--- src/rtl/uart_echo_tester.sv ---
`default_nettype none
// +--------------------------------------------------------------------------+
// | Module      : uart_echo_tester                                           |
// | Description : Byte-level initiator for the UART echo path. Sends an      |
// |               8-bit LFSR byte stream to uart_tx, compares each echoed    |
// |               byte from uart_rx, and reports sent/error/pass status.     |
// |               Optional build macro UART_ECHO_STRAY_CHECK_EN: a byte      |
// |               received while waiting to send counts as one error.        |
// | Revision    : 1.0 - initial release                                      |
// +--------------------------------------------------------------------------+
module uart_echo_tester #(
  parameter int         CLK_FREQ  = 25_000_000,
  parameter int         BAUD_RATE = 115_200,
  parameter int         NUM_BYTES = 256,
  parameter logic [7:0] SEED      = 8'hA5
) (
  input  logic        i_clk,
  input  logic        i_reset_n,
  input  logic        i_start,
  output logic        o_tx_valid,
  output logic [7:0]  o_tx_data,
  input  logic        i_tx_busy,
  input  logic [7:0]  i_rx_data,
  input  logic        i_rx_valid,
  output logic        o_busy,
  output logic        o_done,
  output logic        o_pass,
  output logic [15:0] o_err_count,
  output logic [15:0] o_sent_count
);

  // Three frame times of ten bits each; clamped so a degenerate clock/baud
  // ratio still gives a usable one-cycle timeout.
  localparam int c_timeout_raw = 30 * (CLK_FREQ / BAUD_RATE);
  localparam int c_timeout     = (c_timeout_raw < 1) ? 1 : c_timeout_raw;
  localparam int c_timer_w     = $clog2(c_timeout + 1);

  localparam logic [c_timer_w-1:0] c_timer_last = c_timer_w'(c_timeout - 1);
  localparam logic [c_timer_w-1:0] c_timer_one  = c_timer_w'(1);
  localparam logic [7:0]           c_seed       = (SEED == 8'h00) ? 8'h01 : SEED;
  localparam logic [15:0]          c_num_bytes  = 16'(NUM_BYTES);

  localparam logic [1:0] c_st_idle = 2'd0;
  localparam logic [1:0] c_st_send = 2'd1;
  localparam logic [1:0] c_st_wait = 2'd2;
  localparam logic [1:0] c_st_done = 2'd3;

  logic [1:0]           r_state;
  logic [7:0]           r_lfsr;
  logic [c_timer_w-1:0] r_timer;
  logic                 r_tx_valid;
  logic [7:0]           r_tx_data;
  logic                 r_busy;
  logic                 r_done;
  logic                 r_pass;
  logic [15:0]          r_err_count;
  logic [15:0]          r_sent_count;

  logic [7:0]  w_lfsr_next;
  logic [15:0] w_err_inc;
  logic [15:0] w_sent_next;
  logic        w_timeout;
  logic        w_byte_done;
  logic        w_byte_err;

  // Next-value helpers: LFSR step, saturating error increment, byte outcome.
  always_comb begin
    w_lfsr_next = {r_lfsr[6:0], r_lfsr[7] ^ r_lfsr[5] ^ r_lfsr[4] ^ r_lfsr[3]};
    w_err_inc   = (r_err_count == 16'hFFFF) ? r_err_count : r_err_count + 16'd1;
    w_sent_next = r_sent_count + 16'd1;
    w_timeout   = (r_timer == c_timer_last);
    w_byte_done = i_rx_valid || w_timeout;
    // A received byte wins over a simultaneous timeout.
    w_byte_err  = i_rx_valid ? (i_rx_data != r_lfsr) : 1'b1;
  end

  // Run sequencer: start, send one byte, await echo or timeout, repeat.
  always_ff @(posedge i_clk or negedge i_reset_n) begin
    if (!i_reset_n) begin
      r_state      <= c_st_idle;
      r_lfsr       <= c_seed;
      r_timer      <= '0;
      r_tx_valid   <= 1'b0;
      r_tx_data    <= 8'h00;
      r_busy       <= 1'b0;
      r_done       <= 1'b0;
      r_pass       <= 1'b0;
      r_err_count  <= 16'h0000;
      r_sent_count <= 16'h0000;
    end else begin
      r_tx_valid <= 1'b0;
      case (r_state)
        c_st_idle, c_st_done: begin
          if (i_start) begin
            r_lfsr       <= c_seed;
            r_timer      <= '0;
            r_busy       <= 1'b1;
            r_done       <= 1'b0;
            r_pass       <= 1'b0;
            r_err_count  <= 16'h0000;
            r_sent_count <= 16'h0000;
            r_state      <= c_st_send;
          end
        end
        c_st_send: begin
`ifdef UART_ECHO_STRAY_CHECK_EN
          // Unsolicited or duplicated echo: counted and dropped.
          if (i_rx_valid) begin
            r_err_count <= w_err_inc;
          end
`endif
          if (!i_tx_busy) begin
            r_tx_valid <= 1'b1;
            r_tx_data  <= r_lfsr;
            r_timer    <= '0;
            r_state    <= c_st_wait;
          end
        end
        c_st_wait: begin
          r_timer <= r_timer + c_timer_one;
          if (w_byte_done) begin
            if (w_byte_err) begin
              r_err_count <= w_err_inc;
            end
            r_lfsr       <= w_lfsr_next;
            r_sent_count <= w_sent_next;
            if (w_sent_next == c_num_bytes) begin
              r_busy  <= 1'b0;
              r_done  <= 1'b1;
              r_pass  <= (r_err_count == 16'h0000) && !w_byte_err;
              r_state <= c_st_done;
            end else begin
              r_state <= c_st_send;
            end
          end
        end
        default: r_state <= c_st_idle;
      endcase
    end
  end

  assign o_tx_valid   = r_tx_valid;
  assign o_tx_data    = r_tx_data;
  assign o_busy       = r_busy;
  assign o_done       = r_done;
  assign o_pass       = r_pass;
  assign o_err_count  = r_err_count;
  assign o_sent_count = r_sent_count;

endmodule
`default_nettype wire
--- config.mk ---
export PLATFORM = sky130hd
export DESIGN_NAME = uart_echo_tester
export DESIGN_NICKNAME = d
export VERILOG_FILES = /design/src/rtl/uart_echo_tester.sv
export SDC_FILE = /design/constraint.sdc
export NUM_CORES = 1
export LEC_CHECK = 0
export CORE_ASPECT_RATIO = 1.5
export CORE_MARGIN = 2
export CORE_UTILIZATION = 45
export CTS_BUF_LIST = sky130_fd_sc_hd__clkbuf_8
export DETAILED_ROUTE_END_ITERATION = 7
export DONT_BUFFER_PORTS = 1
export PLACE_DENSITY = 0.67
export SYNTH_ARGS = -nofsm -noshare
export SYNTH_HDL_FRONTEND = slang
export SYNTH_SLANG_ARGS = --single-unit
--- constraint.sdc ---
create_clock -name i_clk -period 5.92 [get_ports i_clk]
set_input_delay 1.184 -clock i_clk [delete_from_list [all_inputs] [get_ports i_clk]]
set_output_delay 1.184 -clock i_clk [all_outputs]
set_load 0.01 [all_outputs]
* Word-level counts from Yosys, hierarchy flattened
Index checks and enable logic that the tools add are counted.
** Word-level totals
- Register bits :: 67
- Bits of input ports :: 13
- Output and inout port bits :: 44
- Logic and storage cells :: 75
** Cells by class
- $add $sub $neg :: 3
- Equal/unequal tests :: 13
- Mux-type cells :: 32
- Bitwise gates (word level) :: 4
- Reductions and logical operators :: 13
** Operator list (number)
- $mux W16 :: 5
- $pmux W16 S2 :: 2
- $pmux W13 S3 :: 1
- $add A16 B1 Y16 const B :: 2
- $mux W13 :: 2
- $eq A16 B16 Y1 const B :: 1
- $eq A16 B9 Y1 const B :: 1
- $logic_not A16 Y1 :: 1
- $mux W8 :: 2
- $pmux W8 S2 :: 1
- $add A13 B1 Y13 const B :: 1
- $eq A13 B13 Y1 const B :: 1
- $ne A2 B2 Y1 const B :: 6
- $mux W1 :: 11
- $mux W2 :: 4
- $ne A8 B8 Y1 :: 1
- $pmux W1 S2 :: 3
- $pmux W2 S3 :: 1
- $reduce_and A3 Y1 :: 2
- $reduce_and A5 Y1 :: 1
- $eq A2 B2 Y1 const B :: 2
- $reduce_and A2 Y1 :: 2
- $reduce_and A4 Y1 :: 1
- $xor A1 B1 Y1 :: 3
- other kinds (8) :: 8

* Longest topological paths before layout
Gate-level depths: netlist of run 1.
- Depth after elaboration :: 7
- Mapped depth :: 10
- Depth with buffers taken out :: 8

* Worst setup path after synthesis of run 1
No wires, ideal clock.
- Path kind :: input-to-reg
- From :: input i_rx_data[3]
- To :: register r_pass, in the netlist o_pass
- Library setup time :: 0.069 ns
- Arrival time :: 2.702 ns
- Required time :: 5.851 ns
- Setup slack :: 3.149 ns
- Stages on the path :: 6
- Path buffers :: 0
- Cells stage by stage :: xor2_1 -> nor4_1 -> nand4_1 -> or3_1 -> or4_1 -> nand3_1
** On the way
- Word-level cells in the longest chain between the ends :: 7
** RTL lines
- start: declaration :: line 23 : input logic [7:0] i_rx_data,
- $ne A8 B8 Y1 :: line 74 : w_byte_err = i_rx_valid ? (i_rx_data != r_lfsr) : 1'b1;
- $mux W1 :: line 74
- $logic_not A1 Y1 :: line 130 : r_pass <= (r_err_count == 16'h0000) && !w_byte_err;
- $logic_and A1 B1 Y1 :: line 130
- $mux W1 :: line 127 : if (w_sent_next == c_num_bytes) begin
- $mux W1 :: line 121 : if (w_byte_done) begin
- $pmux W1 S2 :: line 92 : case (r_state)
- end signal: assignment :: line 130
- end: declaration :: line 55 : logic r_pass;
No other way between the ends. The select of a mux whose other input is x is not followed.
A chain may end at the register's enable or synchronous reset.

* Worst setup path in the final report of run 1
- From :: register r_state[0]
- To :: register r_err_count[15], in the netlist o_err_count[15]
** On the way
- Word-level cells in the longest chain between the ends :: 4
- Elaborated cells on any way between the ends :: 11
- Classes of those cells :: eq/ne (6); mux (1); reduce/logical (4)
** RTL lines
- start: declaration :: line 48 : logic [1:0] r_state;
- start signal: assignment :: line 80 : r_state <= c_st_idle;
- start signal: assignment :: line 102 : r_state <= c_st_send;
- start signal: assignment :: line 116 : r_state <= c_st_wait;
- $eq A2 B2 Y1 / $logic_not A2 Y1 (equally long branches) :: line 92
- $reduce_or A2 Y1 :: line 92
- $ne A2 B2 Y1 (no source line) / $reduce_bool A2 Y1 (equally long branches)
- $reduce_and A5 Y1 (no source line)
- end signal: assignment :: line 123 : r_err_count <= w_err_inc;
- end: declaration :: line 56 : logic [15:0] r_err_count;
Several ways; a longest one is shown, not always the timed one.

==> key figures, run 1 <==
Worst setup path
  • CP max stage cell: or4_1
  • Max incr delay on CP: 0.59 ns
  • Critical path's top delay family: simple AND/OR/NAND/NOR gates
  • Critical Path Fanout Max: 18
  • Req. time, crit path: a little over 6 ns
  • Critical path class: reg -> reg
  • Worst Path Arrival: between 3 and 4 ns
  • CP Capture Type: register
  • Startpoint types: register
  • Crit path cell chain: inv_1 > ha_1 > clkinv_1 > nand2_1 > nand3_1 > or4_1 > nand3_1
  • Most frequent CP cell: nand3_1
  • WP buf/inv: 2

STA
  • Slew headroom: between 20% and 30%
  • Worst Tran Pin Value: about 1.1 ns
  • Final worst path period need: 3.161 ns
  • RSZ-0062 raised after global routing: false
  • Setup Viol. Count Final: 0
  • FMAX: between 300 and 400 MHz
  • Final hold vios: 0
  • Clock skew: between 0.008 and 0.009 ns
  • Final worst-path cycle share: ~53%
  • Setup_tns: 0 ns
  • Slew Viols, Final: 0

Placed design
  • RD Place Congestion: between 0.8 and 0.9
  • DP Wirelength: 6.020 mm
  • I/O Buffers: 0

Clock tree
  • CTS root buffer: clkbuf_8
  • CTS tree: done
  • Clk slew on worst S/H paths: about 0.080 ns
  • Post-CTS Setup Inserts: 0
  • Clock Latency Late Sink: 0.37 ns
  • Hold_buf cts: 0
  • H-Tree Depth: 3
  • Total CTS buffers: 9
  • Clock sink count: 67
  • Clock Tree Buf Depth: 2
  • CTS resizes: 0

Synthesis
  • Warnings, synthesis: 0
  • Distinct cell type count after synthesis: 56
  • Area leader, netlist: dfrtp_1
  • Syn Inst Count: ~410
  • Cell area after synthesis: approximately 0.0038 mm²
  • Syn nets: 433
  • EDFF count, synth: 0
  • Synth async-reset ratio: 100.0%
  • Average size of a mapped cell: between 9 and 10 µm²
  • Yosys top cell area share: 41.46%
  • Synth Flop Type: dfrtp_1
  • Area contributors post-synth: dfrtp_1, nand2_1, nand3_1, o21ai_0, xor2_1
  • Register bit total from synthesis: 67
  • Sequential area share after synthesis: ~44%

Route
  • Final wirelength: between 8 and 9 mm
  • Antenna-violating nets left: 0
  • Routed len/inst: roughly 17 µm
  • Via Count: about 3100
  • Routed vias/inst: between 6 and 7
  • TritonRoute pass-1 iters: 4
  • Number of remaining DRC errors: 0
  • Starting DRT DRC Count: between 200 and 250

Die
  • Number of core rows: a little over 40
  • Core ar.: around 0.0083 mm²
  • Starting Density: a little under half
  • Die area: ~0.009 mm²
  • Die Y: approximately 120 µm
  • Chip width: ~80 µm
  • Number of I/O pins: 57

Pwr
  • Total Power: around 1.5 mW
  • Power density over cell area: about 370 mW/mm²
  • Pleak: 1.705 nW
  • VDD IR-drop max: about 0.18 mV

Cells and area
  • Synth-to-layout area growth: 8.358%
  • Layout Nets: about 420
  • Share of post-route cells with drive strength above 1: under 10%
  • Fill cell count: 814
  • Antenna Cells: 0

Global routing
  • First-pass GRT wire length: around 14 mm
  • Total track usage: 20.20%
  • Largest net degree at the start of global routing: between 60 and 70
  • Vias in the first global route: between 2000 and 3000
  • Initial antenna violation count: 0
  • Total grt overflow: 0

Job
  • Max Cap Violations: 0

Worst hold path
  • Hold crit path type: in -> async

Status
  • Run status: complete, no violations
-- path summary, 6_finish.rpt --
check	start	end	slack, ns	cells after the start
max in group asynchronous	i_reset_n	r_lfsr[5]$_DFFE_PN1P_	5.22	0
min in group i_clk	r_lfsr[0]$_DFFE_PN1P_	r_lfsr[0]$_DFFE_PN1P_	0.53	2
max reg2reg	r_state[0]$_DFFE_PN0P_	o_err_count[15]$_DFFE_PN0P_	2.76	7
max	r_state[0]$_DFFE_PN0P_	o_err_count[15]$_DFFE_PN0P_	2.76	7
min	i_reset_n	o_sent_count[1]$_DFFE_PN0P_	0.51	0
min reg2reg	r_lfsr[0]$_DFFE_PN1P_	r_lfsr[0]$_DFFE_PN1P_	0.53	2
-- synth_stat cells, types with 2 or more instances --
master,instances
or2_2,3
or3_1,5
xor2_1,15
and3_1,10
nand4_1,13
o22a_1,3
nor2b_1,5
xnor2_1,6
o21ai_0,29
dfstp_2,4
a31oi_1,5
clkbuf_1,15
mux2i_1,2
and4_1,3
nand3_1,29
a21oi_1,15
nor4b_1,2
buf_2,4
or4_1,12
ha_1,8
a22o_1,7
nor4_1,8
mux2_2,8
and2_1,4
nor3_1,7
dfrtp_1,63
o31ai_1,7
o41ai_1,3
o22ai_1,4
nand2b_1,3
nor2_1,23
nand2_1,42
o211ai_1,11
inv_1,12
-- metrics by stage --
step                utilization, %  hold slack (ns)  instances  worst slack, ns  area, µm²
floorplan                        -           0.5006        412            3.149       3802
global placement             46.27           0.5161        498            2.881       3845
detailed placement           46.27           0.5236        498            2.802       3845
CTS                          49.58           0.4933        514            2.782       4120
global route                 49.58           0.4967        514            2.472       4120
finish                       49.58           0.5105        514            2.759       4120
-- registers in the layout, indices dropped and copies added (netlist names) --
| register | cells |
|---|---|
| o_err_count | 16 |
| o_sent_count | 16 |
| o_busy | 1 |
| o_tx_data | 8 |
| o_pass | 1 |
| r_state | 2 |
| r_timer | 13 |
| o_done | 1 |
| o_tx_valid | 1 |
| r_lfsr | 8 |
-- per-layer routing --
layer	GRT usage (%)	vias to the layer above	part of all wire, %
li1	-	1516	-
met1	23.90	1488	41
met2	32.71	65	51
met3	6.646	16	5.7
met4	10.46	0	2.4
met5	0	-	0
-- logic make-up (layout without fill, tap and decap cells) --
| family | after synthesis | after routing | synth area share [%] |
|---|---|---|---|
| simple gates | 175 | 175 | 24.58 |
| compound gates | 97 | 97 | 17.14 |
| flops | 67 | 67 | 44.23 |
| buf+inv | 34 | 29 | 3.685 |
| xor+xnor | 21 | 21 | 4.837 |
| mux | 10 | 10 | 2.896 |
| fa+ha+maj | 8 | 8 | 2.633 |
-- area by class of cell --
cell class                 count  area, µm²  area share [%]
clock buffer                  11      151.4           3.674
clock inverter                 5      123.9           3.006
inverter                      13      48.80           1.184
multi-input combinational    311       1981           48.07
sequential                    67       1682           40.81
tap                          107      133.9           3.249
-- power breakdown --
group          total (mW)  internal [mW]  switching (mW)
Combinational       0.401          0.131           0.270
Clock               0.522          0.344           0.178
Sequential          0.604          0.524          0.0799
Total                1.53          0.999           0.527
-- cell usage in the layout, fill, tap and decap left out, types with 4 or more instances in the layout --
| cell | instances |
|---|---|
| nand4_1 | 13 |
| dfrtp_1 | 63 |
| nand2_1 | 42 |
| nor4_1 | 8 |
| nor2_1 | 23 |
| clkbuf_8 | 11 |
| dfstp_2 | 4 |
| a21oi_1 | 15 |
| xor2_1 | 15 |
| nand3_1 | 29 |
| nor3_1 | 7 |
| and2_1 | 4 |
| o22ai_1 | 4 |
| xnor2_1 | 6 |
| bufinv_16 | 4 |
| inv_1 | 13 |
| mux2_2 | 8 |
| or3_1 | 5 |
| ha_1 | 8 |
| nor2b_1 | 5 |
| or4_1 | 12 |
| o31ai_1 | 7 |
| o21ai_0 | 29 |
| a22o_1 | 7 |
| and3_1 | 10 |
| o211ai_1 | 11 |
| a31oi_1 | 5 |
Power figures use the tool's default switching activity.
==> run 2, diff against run 1 <==
- PLACE_DENSITY: 0.67 -> 0.69
- clock period: 5.92 -> 2.89 ns (I/O delays scaled with it)
==> run 2 against run 1 <==
Effect of this change: first-iteration DRC count decreased by 8.4%; sequential power increased by 100%; clock-buffer cell count decreased by 1; global-route usage increased by 0.69 points; hold slack got worse by 0.45 ns; setup slack got worse by 2.4 ns; via count increased by 4.9%; cell count increased by 2.3%; sequential share of layout area decreased by 0.74 points; highest routed layer unchanged; register-to-register slack got worse by 2.4 ns; critical endpoint is now o_busy$_DFFE_PN0P_.
==> key figures, run 2 (synthesis gave the netlist of run 1 again) <==
Global routing
  • Total track usage: 20.89% (+0.69 points)
  • Met1 usage: 23.84% (-0.059 points)
  • Largest net degree at the start of global routing: 64 (-5.9%)
  • Initial antenna violation count: 0 (unchanged)
  • GRT met2 Usage: 36.33% (+3.6 points)
  • First-pass GRT wire length: 15.03 mm (+4.7%)
  • Top Usage Layer GRT: met2
  • Vias in the first global route: 3192 (+10%)
  • M3 GR Usage: 5.023% (-1.6 points)
  • Total grt overflow: 0 (unchanged)

Worst hold path
  • Hold crit path type: in -> async

Cells and area
  • Most frequent cells in the layout: dfrtp_1, nand2_1, nand3_1, o21ai_0, nor2_1
  • Antenna Cells: 0 (unchanged)
  • Synth-to-layout area growth: 10.37%
  • Layout Nets: 435 (+2.8%)
  • Commonest non-fill, non-tap cell in the layout: dfrtp_1
  • Post-route cell area: 0.004197 mm² (+1.9%)
  • Share of post-route cells with drive strength above 1: 11.22% (+2.6 points)

Route
  • Routed vias/inst: 6.150 (+2.5%)
  • Final wirelength: 9.193 mm (+5.2%)
  • Via Count: 3235 (+4.9%)
  • TritonRoute pass-1 iters: 5 (+1)
  • Number of remaining DRC errors: 0 (unchanged)
  • Starting DRT DRC Count: 196 (-8.4%)
  • Antenna-violating nets left: 0 (unchanged)
  • Routed len/inst: 17.48 µm (+2.8%)

STA
  • Slew Viols, Final: 0 (unchanged)
  • Setup_tns: 0 ns (unchanged)
  • FMAX: 402.3 MHz (+27%)
  • Clock skew: 0.006321 ns (-0.002237 ns)
  • Setup Viol. Count Final: 0 (unchanged)
  • Final worst path period need: 2.486 ns (-0.6749 ns)
  • Slew headroom: 63.14% (+34 points)
  • Final worst-path cycle share: 86.01% (+33 points)
  • Worst Tran Pin Value: 0.5529 ns (-0.5128 ns)
  • Final hold vios: 0 (unchanged)
  • RSZ-0062 raised after global routing: false

Clock tree
  • CTS root buffer: clkbuf_8
  • Clock sink count: 67 (unchanged)
  • CTS tree: done
  • Clock Tree Buf Depth: 2 (unchanged)
  • Clock Latency Late Sink: 0.35 ns (-0.02 ns)
  • Total CTS buffers: 9 (unchanged)
  • H-Tree Depth: 3 (unchanged)
  • Post-CTS Setup Inserts: 0 (unchanged)
  • Clk slew on worst S/H paths: 0.07 ns (about the same)

Placed design
  • DP Wirelength: 6.352 mm (+5.5%)
  • RD Place Congestion: 0.9099 (+13%)
  • Placed instance area: 0.003928 mm² (+2.1%)
  • I/O Buffers: 0 (unchanged)

Worst setup path
  • Worst Reg-to-Reg Cells: 6 (-1)
  • Startpoint types: register
  • Worst Path Arrival: 2.72 ns (-0.74 ns)
  • Req. time, crit path: 3.12 ns (-3.09 ns)
  • CP Capture Type: register
  • Critical path class: reg -> reg
  • Critical Path Fanout Max: 12 (-6)

Die
  • Number of I/O pins: 57 (unchanged)
  • Chip width: 79.06 µm (unchanged)
  • Die Y: 116.6 µm (unchanged)
  • Number of core rows: 41 (unchanged)
  • Die area: 0.009216 mm² (unchanged)
  • Starting Density: 45.75% (unchanged)
  • Core ar.: 0.008310 mm² (unchanged)

Pwr
  • Power density over cell area: 745.0 mW/mm² (+100%)
  • Pleak: 1.759 nW (+3.2%)
  • VDD IR-drop max: 0.4685 mV (+160%)

Job
  • Max Cap Violations: 0 (unchanged)

Status
  • Run status: complete, no violations
[run 2: changes by cell type in the layout (fill, tap and decap cells not counted), sizes merged]
cell,delta
clkbuf,-1
clkinv,+2
bufinv,-1
buf,+12
[run 2: final cells by class]
| class | count | area (µm²) |
|---|---|---|
| clock buffers | 10 | 137.6 |
| clock inverters | 6 | 103.9 |
| fillers | 787 | 4114 |
| inverters | 13 | 48.80 |
| multi-input cells | 311 | 1981 |
| flip-flops and latches | 67 | 1682 |
| well taps | 107 | 133.9 |
| repair buffers | 12 | 110.1 |
[run 2: power breakdown]
part	internal [mW]	switching [mW]
Sequential	1.07	0.143
Clock	0.590	0.355
Combinational	0.339	0.626
Total	2.00	1.12
[run 2: critical path: stages (launching register included)]
cell,delay [ns]
dfrtp_1,0.59
and4_1,0.36
nand3_1,0.22
nor4b_1,0.32
o22ai_1,0.19
or4_1,0.54
o2bb2ai_1,0.14
[run 2: what timing repair did]
action,CTS,global route
resized for setup,0,0
hold buffers,1,0
hold endpoints to repair,63,0
[run 2: worst paths after layout]
path,start,slack (ns),end
max in group asynchronous,i_reset_n,2.51,o_sent_count[15]$_DFFE_PN0P_
setup / recovery,o_sent_count[4]$_DFFE_PN0P_,0.40,o_busy$_DFFE_PN0P_
hold reg to reg,r_lfsr[2]$_DFFE_PN1P_,0.54,r_lfsr[2]$_DFFE_PN1P_
hold / removal,i_reset_n,0.06,r_lfsr[5]$_DFFE_PN1P_
setup reg to reg,o_sent_count[4]$_DFFE_PN0P_,0.40,o_busy$_DFFE_PN0P_
min in group i_clk,i_tx_busy,0.40,r_state[0]$_DFFE_PN0P_
[run 2: routing by layer]
| metal | part of all wire, % | vias up |
|---|---|---|
| met5 | 0 | - |
| met4 | 2.2 | 0 |
| met3 | 6.1 | 13 |
| met2 | 51 | 88 |
| met1 | 41 | 1599 |
| li1 | - | 1535 |
[run 2: through the flow]
stage,hold WS (ns),setup slack (ns),power [mW],instances,util [%]
final,0.06324,0.4042,3.127,526,50.50
after global routing,0.04797,0.1661,3.316,526,50.50
after CTS,0.05033,0.3995,3.155,526,50.50
after detailed placement,0.2849,0.4161,2.180,509,47.26
after global placement,0.2844,0.4798,2.150,509,47.26
after floorplan,0.2824,0.3839,1.896,412,-
